## config.mk

```make
export PLATFORM = sky130hd
export DESIGN_NAME = mips_debug_ctrl
export DESIGN_NICKNAME = d
export VERILOG_FILES = /design/src/rtl/mips_debug_ctrl.sv
export SDC_FILE = /design/constraint.sdc
export NUM_CORES = 1
export LEC_CHECK = 0
export ABC_AREA = 1
export CAP_MARGIN = 20
export CELL_PAD_IN_SITES_DETAIL_PLACEMENT = 0
export CELL_PAD_IN_SITES_GLOBAL_PLACEMENT = 1
export CORE_MARGIN = 2
export CORE_UTILIZATION = 31
export DETAILED_ROUTE_END_ITERATION = 16
export PLACE_DENSITY_LB_ADDON = 0.1
export SYNTH_ARGS = -nofsm -noshare
export SYNTH_HDL_FRONTEND = slang
export SYNTH_SLANG_ARGS = --single-unit
```

## constraint.sdc

```tcl
create_clock -name CLK -period 13.48 [get_ports CLK]
set_input_delay 2.022 -clock CLK [delete_from_list [all_inputs] [get_ports CLK]]
set_output_delay 2.022 -clock CLK [all_outputs]
set_load 0.02 [all_outputs]
```

## src/rtl/mips_debug_ctrl.sv

```systemverilog
// rtl/mips_debug_ctrl.sv - run-control, PC breakpoints and register/memory dump for the single-cycle MIPS
module mips_debug_ctrl #(
    parameter int DATA_W     = 32,
    parameter int REG_AW     = 5,
    parameter int MEM_AW     = 6,
    parameter int NUM_BP     = 2,
    parameter bit RESET_HALT = 1'b0
) (
    input  logic                     CLK,
    input  logic                     Reset,
    input  logic [DATA_W-1:0]        PC,
    output logic                     CpuEn,
    input  logic                     Halt_req,
    input  logic                     Run_req,
    input  logic                     Step_req,
    input  logic [NUM_BP-1:0]        BpEn,
    input  logic [NUM_BP*DATA_W-1:0] BpAddr,
    output logic [NUM_BP-1:0]        BpHit,
    output logic                     Halted,
    output logic [31:0]              InstrCount,
    input  logic                     DumpStart,
    input  logic                     DumpSel,
    input  logic [MEM_AW-1:0]        DumpBase,
    input  logic [MEM_AW:0]          DumpCount,
    output logic [REG_AW-1:0]        ReadReg,
    input  logic [DATA_W-1:0]        RegData,
    output logic [MEM_AW-1:0]        ReadMem,
    input  logic [DATA_W-1:0]        MemData,
    output logic                     DumpValid,
    output logic [DATA_W-1:0]        DumpData,
    output logic [MEM_AW-1:0]        DumpIdx,
    input  logic                     DumpReady,
    output logic                     DumpDone
);

    typedef enum logic [2:0] {S_RUN, S_HALTED, S_STEP, S_RESUME, S_DUMP} state_t;

    localparam state_t RESET_STATE = RESET_HALT ? S_HALTED : S_RUN;
    // Register dumps wrap inside the 2^REG_AW register file.
    localparam logic [MEM_AW-1:0] REG_MASK = MEM_AW'((64'd1 << REG_AW) - 64'd1);

    state_t              state, state_next;
    logic [NUM_BP-1:0]   bp_vec, bp_hit;
    logic                bp_match, set_hit, leave_halted, dump_enter, load_beat, dump_done;
    logic [31:0]         instr_count;
    logic                sel, dump_valid;
    logic [MEM_AW-1:0]   idx, idx_inc, dump_idx;
    logic [MEM_AW:0]     rem;
    logic [DATA_W-1:0]   dump_data;

    always_comb begin
        bp_vec = '0;
        for (int i = 0; i < NUM_BP; i++)
            bp_vec[i] = BpEn[i] && (PC == BpAddr[i*DATA_W +: DATA_W]);
    end
    assign bp_match = |bp_vec;
    assign idx_inc  = sel ? (idx + MEM_AW'(1)) : ((idx + MEM_AW'(1)) & REG_MASK);

    always_ff @(posedge CLK or posedge Reset) begin
        if (Reset) state <= RESET_STATE;
        else       state <= state_next;
    end

    always_comb begin
        state_next   = state;
        CpuEn        = 1'b0;
        set_hit      = 1'b0;
        leave_halted = 1'b0;
        dump_enter   = 1'b0;
        load_beat    = 1'b0;
        dump_done    = 1'b0;
        case (state)
            S_RUN: begin
                if (Halt_req || bp_match) begin
                    state_next = S_HALTED;
                    set_hit    = bp_match;
                end else begin
                    CpuEn = 1'b1;
                end
            end
            S_HALTED: begin
                leave_halted = DumpStart || Step_req || Run_req;
                if (DumpStart) begin
                    state_next = S_DUMP;
                    dump_enter = 1'b1;
                end else if (Step_req) begin
                    state_next = S_STEP;
                end else if (Run_req) begin
                    state_next = S_RESUME;
                end
            end
            S_STEP: begin
                CpuEn      = 1'b1;
                state_next = S_HALTED;
            end
            S_RESUME: begin
                CpuEn      = 1'b1;
                state_next = S_RUN;
            end
            S_DUMP: begin
                // Output slot is free either because nothing is pending or the pending beat leaves now.
                if (!dump_valid || DumpReady) begin
                    if (rem != '0) begin
                        load_beat = 1'b1;
                    end else begin
                        dump_done  = 1'b1;
                        state_next = S_HALTED;
                    end
                end
            end
            default: state_next = RESET_STATE;
        endcase
        if (Reset) begin
            CpuEn     = 1'b0;
            dump_done = 1'b0;
        end
    end

    always_ff @(posedge CLK or posedge Reset) begin
        if (Reset) begin
            bp_hit      <= '0;
            instr_count <= '0;
            sel         <= 1'b0;
            idx         <= '0;
            rem         <= '0;
            dump_valid  <= 1'b0;
            dump_data   <= '0;
            dump_idx    <= '0;
        end else begin
            if (CpuEn) instr_count <= instr_count + 32'd1;
            if (leave_halted)  bp_hit <= '0;
            else if (set_hit)  bp_hit <= bp_hit | bp_vec;
            if (dump_enter) begin
                sel <= DumpSel;
                idx <= DumpSel ? DumpBase : (DumpBase & REG_MASK);
                rem <= DumpCount;
            end
            if (load_beat) begin
                dump_data  <= sel ? MemData : RegData;
                dump_idx   <= idx;
                dump_valid <= 1'b1;
                idx        <= idx_inc;
                rem        <= rem - (MEM_AW+1)'(1);
            end else if (dump_valid && DumpReady) begin
                dump_valid <= 1'b0;
            end
        end
    end

    assign BpHit      = bp_hit;
    assign Halted     = (state == S_HALTED) || (state == S_DUMP);
    assign InstrCount = instr_count;
    assign ReadReg    = idx[REG_AW-1:0];
    assign ReadMem    = idx;
    assign DumpValid  = dump_valid;
    assign DumpData   = dump_data;
    assign DumpIdx    = dump_idx;
    assign DumpDone   = dump_done;

endmodule
```

; Word-level counts from Yosys, hierarchy flattened
; Cells that the tools add are included.
[word_totals]
reg_bits = 90
output_inout_bits = 87
elab_cells = 73
[op_classes]
n_addsub = 3
eq_ne = 10
n_mux = 33
bitwise_logic = 1
reduce_logical = 17
[ops]
columns = operator, n
row1 = equality test 32 bit, 2
row2 = "adder 32 x 1 -> 32 bit, second input constant", 1
row3 = 2-to-1 mux 32 bit, 1
row4 = 2-to-1 mux 6 bit, 4
row5 = 2-to-1 mux 3 bit, 6
row6 = 2-to-1 mux 1 bit, 16
row7 = 2-to-1 mux 7 bit, 2
row8 = case mux 3 bit (4 select lines), 1
row9 = nonzero test 7 bit, 1
row10 = "subtractor 7 x 1 -> 7 bit, second input constant", 1
row11 = "adder 6 x 1 -> 6 bit, second input constant", 1
row12 = "equality test 3 x 2 -> 1 bit, second input constant", 2
row13 = "!= test 2 bit, second input constant", 3
row14 = nonzero test 2 bit, 3
row15 = logical OR 1 bit, 5
row16 = 2-to-1 mux 2 bit, 2
row17 = "!= test 4 bit, second input constant", 1
row18 = AND reduction 4 bit, 1
row19 = OR reduction 2 bit, 2
row20 = "equality test 3 x 1 -> 1 bit, second input constant", 1
row21 = "equality test 3 bit, second input constant", 1
row22 = logical AND 1 bit, 3
row23 = zero test 3 bit, 1
row24 = OR 2 bit, 1
row25 = 2 further kinds, 2

; Longest topological paths before layout
; Gate-level depths: netlist (run 1).
[depth]
word_depth = 8
ltp_mapped = 15
mapped_depth_nobuf = 14

; Worst setup path before layout (run 1)
; Ideal clock, no wire load.
[synth_path]
path_type = input-to-reg
start = input port Reset
end = register instr_count[10], in the netlist InstrCount[10]
t_arrival_ps = 5269
t_required_ps = 13400
path_slack_ps = 8131
cell_stages = 4
n_path_buf = 1
path_cell_list = clkinv_1 clkbuf_1 nand3_1 nand2_1
[synth_between]
elab_chain_len = 1
[synth_lines]
columns = item, line_no
row1 = "start, declared", 10  ; input logic Reset,
row2 = 2-to-1 mux 1 bit, 113  ; if (Reset) begin
row3 = "end signal, assigned", 130  ; if (CpuEn) instr_count <= instr_count + 32'd1;
row4 = "end, declared", 45  ; logic [31:0] instr_count;
; No other way between the ends.
; A chain may end at the register's enable or synchronous reset.

; Worst setup path in the final report (run 1)
[layout_path]
start = input port PC[13]
end = output port CpuEn
[layout_between]
elab_chain_len = 7
elab_cells_between_ends = 9
cone_classes = 2 x eq/ne / 3 x mux / 4 x reduce/logical
[layout_lines]
columns = item, line_no
row1 = "start, declared", 11  ; input logic [DATA_W-1:0] PC,
row2 = equality test 32 bit, 54  ; bp_vec[i] = BpEn[i] && (PC == BpAddr[i*DATA_W +: DATA_W]);
row3 = logical AND 1 bit, 54
row4 = OR reduction 2 bit (*), 56  ; assign bp_match = |bp_vec;
row5 = logical OR 1 bit (*), 74  ; if (Halt_req || bp_match) begin
row6 = 2-to-1 mux 1 bit (*), 74
row7 = case mux 1 bit (2 select lines) (*), 72  ; case (state)
row8 = 2-to-1 mux 1 bit (*), 113
row9 = "end, declared", 12  ; output logic CpuEn,
; Mark *: on every way between the ends. The rest lies on a longest branch, timed or not.

==> flow_summary.toml, run 1 <==
[outcome]
status = "complete, no violations"

[clocking]
worstSkewPairLatency_ps = 350
cts_root_buf = "clkbuf_16"
cts_made_buffers = 9
clk_pin_slew_ps = 60
clkSinkCount = 90
cts_hold_buffers = 0
cts_tree = "yes"
ctsResizeCount = 0
cts_setup_buffers = 0
htree_num_levels = 3
cts_buffer_depth = 2

[power]
peakVddDrop_mv = 0.0926
switching_share_pct = 40.1
p_seq_share_pct = 31.6
powerDensity_mw_per_mm2 = 146
total_power_mw = 1.32
p_leak_nw = 4.22
p_comb_share_pct = 48.3
power_frac_clock_pct = 20.1
intPower_mw = 0.789
p_sw_mw = 0.529

[die]
die_area_mm2 = 0.0201
fp.dieW_um = 142
ios = 270
core_area_mm2 = 0.0186
rows = 50
die_height_um = 142
start_util_pct = 31.5

[placed_design]
dpl.cell_count = 1330
dpl_cell_area_mm2 = 0.00872
gp_congestion = 0.832
port-buffer-count = 269
hpwl_um = 14200

[drt]
routedWlPerCell_um = 13.7
viasPerCell = 4.50
dr_wl_met2_um = 9000
num_vias = 6067
routed_wirelength_um = 18500
dr_wl_met3_um = 1470
drc = 0
drtIter0Drc = 269
drt_pass1_iterations = 4
wl_met1_um = 7780
drtAntennaViolNets = 0
top_layer = "met4"

[timing]
rsz0062_at_grt = "false"
tns_ps = 0
slew_headroom_pct = 47.5
fmax_mhz = 152
tightest_slew_ps = 788
min_period_ps = 6590
finalSetupViolations = 0
drv_slew = 0
fin_worst_skew_ps = 13.3
hold_violations = 0
fin_crit_sh_pct = 48.9

[hold_path]
hp-class = "register to register"

[layout]
final_common_cell = "nand2_1"
design_area_mm2 = 0.00903
syn_to_final_growth_pct = 53.7
drive_gt1_share_pct = 3.24
final_cell_mix = "273 x nand2_1, 269 x clkdlybuf4s50_1, 110 x inv_1"
fin_nets = 1293
finalNonFillerCells = 1347

[worst_setup_path]
crit_type = "input port to output port"
cp.arrival_ps = 4570
start_kind = "input port"
crit_path_end_kind = "output port"
cp_max_fo = 33
critPathRequiredTime_ps = 11460

[synth]
ys_dominant_reg_cell = "dfrtp_1"
seq_area_frac_synth_pct = 38.3
synth_area_mm2 = 0.00588
yosys_warnings = 0
async_flop_share_pct = 100
syn_nets = 1042
synth.distinct_cells = 38
synth_edf_count = 0
avgSynthCellArea_um2 = 6.86
syn_inst = 856
ys_ff_latch = 90

[grt]
grt_use_total_pct = 18.3
grt_pass1_vias = 5825
antenna_found_initial = 1
grt_max_degree = 85
grt_overflow_total = 0
grt_pass1_wl_um = 29200

[run]
drv_cap = 0
## registers in the layout, summed over array words and instances (netlist names)
register and cells:
DumpValid 1, ReadMem 6, rem 7, InstrCount 32, BpHit 2, DumpIdx 6, DumpData 32, sel 1
state 3
## per-layer routing
layer / GRT usage [%] / vias to the layer above
met2: 31.9 / 181
li1: - / 3197
met1: 22.1 / 2675
met5: 0 / -
met4: 4.42 / 0
met3: 5.53 / 14
## final cells by class
| class | instances | area [um2] |
|---|---|---|
| Fill cell | 1929 | 9610 |
| Multi-Input combinational cell | 619 | 3020 |
| Timing Repair Buffer | 273 | 2720 |
| Sequential cell | 90 | 2250 |
| Inverter | 114 | 430 |
| Tap cell | 234 | 293 |
| Clock buffer | 10 | 239 |
| Clock inverter | 6 | 72.6 |
| Antenna cell | 1 | 2.50 |
## cell families after synthesis
logic type               Yosys count  synth area share (%)
flip-flops                        90                  38.3
XOR/XNOR                          57                  8.50
AO/OA/AOI/OAI                    115                  10.8
AND/OR/NAND/NOR                  443                  31.3
multiplexers                       1                 0.192
adder cells (fa/ha/maj)            3                 0.639
buffers and inverters            147                  10.3
## cells in the mapped netlist, types with 9 or more instances
master | number | area share [%]
buf_2 | 10 | 0.85
nor2_1 | 67 | 4.3
nand2_1 | 274 | 18
xnor2_1 | 34 | 5.1
nand4_1 | 9 | 0.96
xor2_1 | 23 | 3.4
clkbuf_1 | 12 | 0.77
nand3_1 | 65 | 5.5
inv_1 | 110 | 7.0
o21ai_0 | 89 | 7.6
nor3_1 | 14 | 1.2
dfrtp_1 | 90 | 38
## path summary, 6_finish.rpt
kind / from / endpoint / slack [ps] / cells after the start
min in group asynchronous: Reset / InstrCount[2] / 2260 / 2
max in group asynchronous: Reset / rem[4] / 10030 / 3
worst min-delay path: DumpData[29] / DumpData[29] / 480 / 2
worst max register to register: rem[0] / rem[5] / 10850 / 12
worst min register to register: DumpData[29] / DumpData[29] / 480 / 2
worst max-delay path: PC[13] / CpuEn / 6890 / 15
## power groups by stage
stage               combinational [mW]  clock (mW)  sequential (mW)
detailed placement               0.648           0            0.418
CTS                              0.649       0.275            0.417
global route                     0.707       0.284            0.429
floorplan                        0.290           0            0.493
finish                           0.637       0.266            0.416
global placement                 0.646           0            0.418
## metrics by stage
step	utilization, %	setup slack, ps	hold WS (ps)
after CTS	48.4	6820	489
after detailed placement	46.8	6830	473
after floorplan	-	7680	486
after global routing	48.4	6600	513
after global placement	46.8	6830	464
final	48.4	6890	482
## critical path: stages
cell	delay, ps
clkdlybuf4s50_1	520
inv_2	50
nand2_1	50
nand2_1	50
inv_1	40
nand2_1	40
nor2_1	90
nand2_1	60
nor2_1	160
nand3_1	140
nand3_2	130
nand2_4	220
nand2_4	370
inv_1	80
clkdlybuf4s50_1	540
Power figures use the tool's default switching activity.
==> run 2: changes to the inputs <==
--- a/config.mk
+++ b/config.mk
@@ -10,7 +10,7 @@
 export CELL_PAD_IN_SITES_DETAIL_PLACEMENT = 0
 export CELL_PAD_IN_SITES_GLOBAL_PLACEMENT = 1
 export CORE_MARGIN = 2
-export CORE_UTILIZATION = 31
+export CORE_UTILIZATION = 26
 export DETAILED_ROUTE_END_ITERATION = 16
 export PLACE_DENSITY_LB_ADDON = 0.1
 export SYNTH_ARGS = -nofsm -noshare
==> constraint.sdc (replaced) <==
create_clock -name CLK -period 5.46 [get_ports CLK]
set_input_delay 0.819 -clock CLK [delete_from_list [all_inputs] [get_ports CLK]]
set_output_delay 0.819 -clock CLK [all_outputs]
set_load 0.02 [all_outputs]
==> flow_summary.toml, run 2 (synthesis gave the netlist of run 1 again) <==
[timing]
tightest_slew_ps = 880
rsz0062_at_grt = "false"
hold_violations = 0
fmax_mhz = 232
slew_headroom_pct = 41.4
finalSetupViolations = 0
drv_slew = 0
min_period_ps = 4310
tns_ps = 0
fin_worst_skew_ps = 12.6
fin_crit_sh_pct = 79.0
setup_ws_ps = 1150

[drt]
routedWlPerCell_um = 13.8
drtIter0Drc = 219
num_vias = 6011
drc = 0
dr_wl_met3_um = 1210
routed_wirelength_um = 19300
drtAntennaViolNets = 0
dr_wl_met2_um = 9300
wl_met1_um = 8420
top_layer = "met4"
viasPerCell = 4.30
drt_pass1_iterations = 4

[worst_setup_path]
r2r_cells = 8
regToRegStartpoint = "rem[0]"
crit_type = "input port to output port"
crit_path_end_kind = "output port"
rr_endpoint = "DumpData[7]"
start_kind = "input port"
cp_max_fo = 33
cp.arrival_ps = 3490
critPathRequiredTime_ps = 4640
r2r_slack_ps = 3240
endpoint = "CpuEn"
crit_start = "PC[15]"

[grt]
antenna_found_initial = 0
grt_pass1_wl_um = 30700
grt_max_degree = 77
grt_use_total_pct = 16.1
grt_pass1_vias = 5850
grt_overflow_total = 0

[die]
core_area_mm2 = 0.0224
ios = 270
die_height_um = 154
fp.dieW_um = 154
die_area_mm2 = 0.0238
start_util_pct = 26.2
rows = 55

[layout]
antennaDiodeCount = 0
syn_to_final_growth_pct = 54.7
n_fill_cell = 2390
ff_latch_area_mm2 = 0.00225
drive_gt1_share_pct = 3.24
final_cell_mix = "273 x nand2_1, 269 x clkdlybuf4s50_1, 110 x inv_1"
design_area_mm2 = 0.00909
final_common_cell = "nand2_1"
fin_nets = 1294
multi_input_area_mm2 = 0.00302

[clocking]
ctsResizeCount = 0
cts_root_buf = "clkbuf_16"
htree_num_levels = 3
clk_pin_slew_ps = 60
cts_tree = "yes"
cts_setup_buffers = 0
cts_made_buffers = 9
worstSkewPairLatency_ps = 350
cts_hold_buffers = 0
cts_buffer_depth = 2
clkSinkCount = 90

[run]
drv_cap = 0

[outcome]
status = "complete, no violations"

[placed_design]
gp_congestion = 0.773
pre_cts_ws_ps = 1140
dpl_cell_area_mm2 = 0.00879
port-buffer-count = 269
hpwl_um = 14900

[hold_path]
hp-class = "register to register"
hold_start = "DumpData[19]"

[power]
powerDensity_mw_per_mm2 = 358
peakVddDrop_mv = 0.278
p_leak_nw = 4.22
total_power_mw = 3.25
[run 2: worst max-delay path, cell delays in order]
cell and delay, ps:
clkdlybuf4s50_1 500, inv_1 60, nand2_1 50, nand2_1 50
inv_1 40, nand2_1 40, nor2_1 80, nand2_1 70
nor2_1 200, nand3_1 160, nand3_2 140, nand2_4 230
nand2_4 400, inv_1 70, clkdlybuf4s50_1 540
[run 2: worst min path at each step]
stage,end,slack [ps],cells after the start
detailed placement,DumpData[19],470,2
global route,DumpData[19],510,2
global placement,DumpData[6],460,2
floorplan,rem[6],490,2
finish,DumpData[19],480,2
CTS,DumpData[19],490,2
[run 2: routing by layer]
layer  up-vias  GRT usage, %
met5         -             0
met4         0          4.32
met3        20          4.57
met2       151          27.8
met1      2644          19.7
li1       3196             -
[run 2: layout make-up]
cell class / instances / area share (%)
inverters: 114 / 4.73
repair buffers: 274 / 30.0
multi-input cells: 619 / 33.2
well taps: 285 / 3.92
clock buffers: 10 / 2.63
flip-flops and latches: 90 / 24.8
clock inverters: 5 / 0.702
[run 2: per-stage QoR]
step	util, %	hold WS, ps	instances
after floorplan	-	486	856
after global placement	39.2	465	1382
after detailed placement	39.2	472	1382
after CTS	40.5	489	1397
after global routing	40.5	514	1397
final	40.5	483	1397
[run 2: where the power goes]
group,switching [mW],internal [mW],total (mW)
registers,0.149,0.878,1.03
clock network,0.279,0.369,0.648
logic,0.882,0.696,1.58
==> run 3: changes to the inputs <==
--- a/config.mk
+++ b/config.mk
@@ -10,7 +10,7 @@
 export CELL_PAD_IN_SITES_DETAIL_PLACEMENT = 0
 export CELL_PAD_IN_SITES_GLOBAL_PLACEMENT = 1
 export CORE_MARGIN = 2
-export CORE_UTILIZATION = 26
+export CORE_UTILIZATION = 29
 export DETAILED_ROUTE_END_ITERATION = 16
 export PLACE_DENSITY_LB_ADDON = 0.1
 export SYNTH_ARGS = -nofsm -noshare
==> constraint.sdc (replaced) <==
create_clock -name CLK -period 4.5 [get_ports CLK]
set_input_delay 0.675 -clock CLK [delete_from_list [all_inputs] [get_ports CLK]]
set_output_delay 0.675 -clock CLK [all_outputs]
set_load 0.02 [all_outputs]
==> flow_summary.toml, run 3 (synthesis gave the netlist of run 1 again) <==
[power]
peakVddDrop_mv = 0.324
p_leak_nw = 4.22
p_sw_mw = 1.59
intPower_mw = 2.31
power_frac_clock_pct = 18.8
powerDensity_mw_per_mm2 = 430
switching_share_pct = 40.7
p_seq_share_pct = 32.6
p_comb_share_pct = 48.6

[clocking]
cts_tree = "yes"
ctsResizeCount = 0
htree_num_levels = 3
cts_hold_buffers = 0
clk_pin_slew_ps = 70
cts_root_buf = "clkbuf_16"
cts_setup_buffers = 0
worstSkewPairLatency_ps = 340
cts_buffer_depth = 2
clkSinkCount = 90
cts_made_buffers = 9

[die]
start_util_pct = 29.3
rows = 52
die_height_um = 146
fp.dieW_um = 146
die_area_mm2 = 0.0214
ios = 270
core_area_mm2 = 0.0200

[timing]
slew_headroom_pct = 46.6
tightest_slew_ps = 801
rsz0062_at_grt = "false"
hold_violations = 0
drv_slew = 0
min_period_ps = 3440
finalSetupViolations = 0
tns_ps = 0
fin_worst_skew_ps = 8.00
fmax_mhz = 291
fin_crit_sh_pct = 76.4

[layout]
fin_nets = 1296
drive_gt1_share_pct = 3.41
n_fill_cell = 2100
final_cell_mix = "273 x nand2_1, 269 x clkdlybuf4s50_1, 110 x inv_1"
final_common_cell = "nand2_1"
antennaDiodeCount = 0
syn_to_final_growth_pct = 54.3
design_area_mm2 = 0.00906

[worst_setup_path]
crit_path_end_kind = "output port"
start_kind = "input port"
critPathRequiredTime_ps = 3830
cp_max_fo = 4
crit_type = "input port to output port"
cp.arrival_ps = 2760

[drt]
num_vias = 6104
drtAntennaViolNets = 0
drt_pass1_iterations = 4
drc = 0
viasPerCell = 4.41
drtIter0Drc = 268
top_layer = "met4"
dr_wl_met3_um = 1330
wl_met1_um = 8200
dr_wl_met2_um = 9180
routed_wirelength_um = 18800
routedWlPerCell_um = 13.6

[grt]
grt_max_degree = 71
grt_pass1_wl_um = 30400
grt_overflow_total = 0
antenna_found_initial = 0
grt_pass1_vias = 5915
grt_use_total_pct = 17.7

[placed_design]
gp_congestion = 0.778
hpwl_um = 14600
dpl_cell_area_mm2 = 0.00879
port-buffer-count = 269

[hold_path]
hp-class = "register to register"

[outcome]
status = "complete, no violations"

[run]
drv_cap = 0
## run 3: changes by cell type in the layout (fill, tap and decap cells not counted)
cell        change
clkinvlp_4      +1
inv_8           -1
buf_4           +2
bufinv_16       -1
clkinv_4        -1
inv_6           +2
## run 3: final cells by class
class	instances	area, um2	share of cell area [%]
Sequential cell	90	2250	24.8
Clock buffer	10	239	2.64
Timing Repair Buffer	276	2750	30.3
Clock inverter	5	38.8	0.428
Multi-Input combinational cell	619	3020	33.3
Tap cell	270	338	3.73
Inverter	114	430	4.75
## run 3: worst paths after layout
kind                       cells after the start  slack [ps]    startpoint      endpoint
max                                           13        1060         PC[0]         CpuEn
min                                            2         480  DumpData[14]  DumpData[14]
max reg2reg                                    8        2290        rem[0]  DumpData[30]
min reg2reg                                    2         480  DumpData[14]  DumpData[14]
max in group asynchronous                      3        2960         Reset  DumpData[22]
min in group asynchronous                      3         970         Reset     DumpValid
## run 3: routing by layer
metal  track usage (%)  vias to the layer above
met2              31.1                      149
met4              3.79                        0
met5                 0                        -
li1                  -                     3205
met1              21.4                     2742
met3              5.22                        8
## run 3: power by group through the flow
stage / Combinational (mW) / Clock (mW) / Sequential (mW)
finish: 1.89 / 0.733 / 1.27
global route: 2.11 / 0.799 / 1.32
CTS: 1.93 / 0.767 / 1.28
detailed placement: 1.93 / 0 / 1.28
global placement: 1.93 / 0 / 1.28
floorplan: 0.870 / 0 / 1.48
## run 3: worst max-delay path: stages
cell and delay (ps):
clkdlybuf4s50_1 520, inv_1 60, nand2_1 50, nand3_1 80, nor2_1 110, nand3_1 80
nor2_1 210, nand3_1 150, nand3_2 120, nand2_4 60, nand2_4 50, inv_1 50
clkdlybuf4s50_1 530
## run 3: metrics by stage
step / worst slack [ps] / power [mW] / hold slack (ps) / util, % / instances
2_1_floorplan: 46.7 / 2.35 / 486 / - / 856
3_3_place_gp: 1030 / 3.21 / 464 / 43.8 / 1369
3_5_place_dp: 1020 / 3.21 / 472 / 43.8 / 1369
4_1_cts: 1010 / 3.97 / 490 / 45.2 / 1384
5_1_grt: 855 / 4.22 / 519 / 45.2 / 1384
6_report: 1060 / 3.90 / 483 / 45.2 / 1384
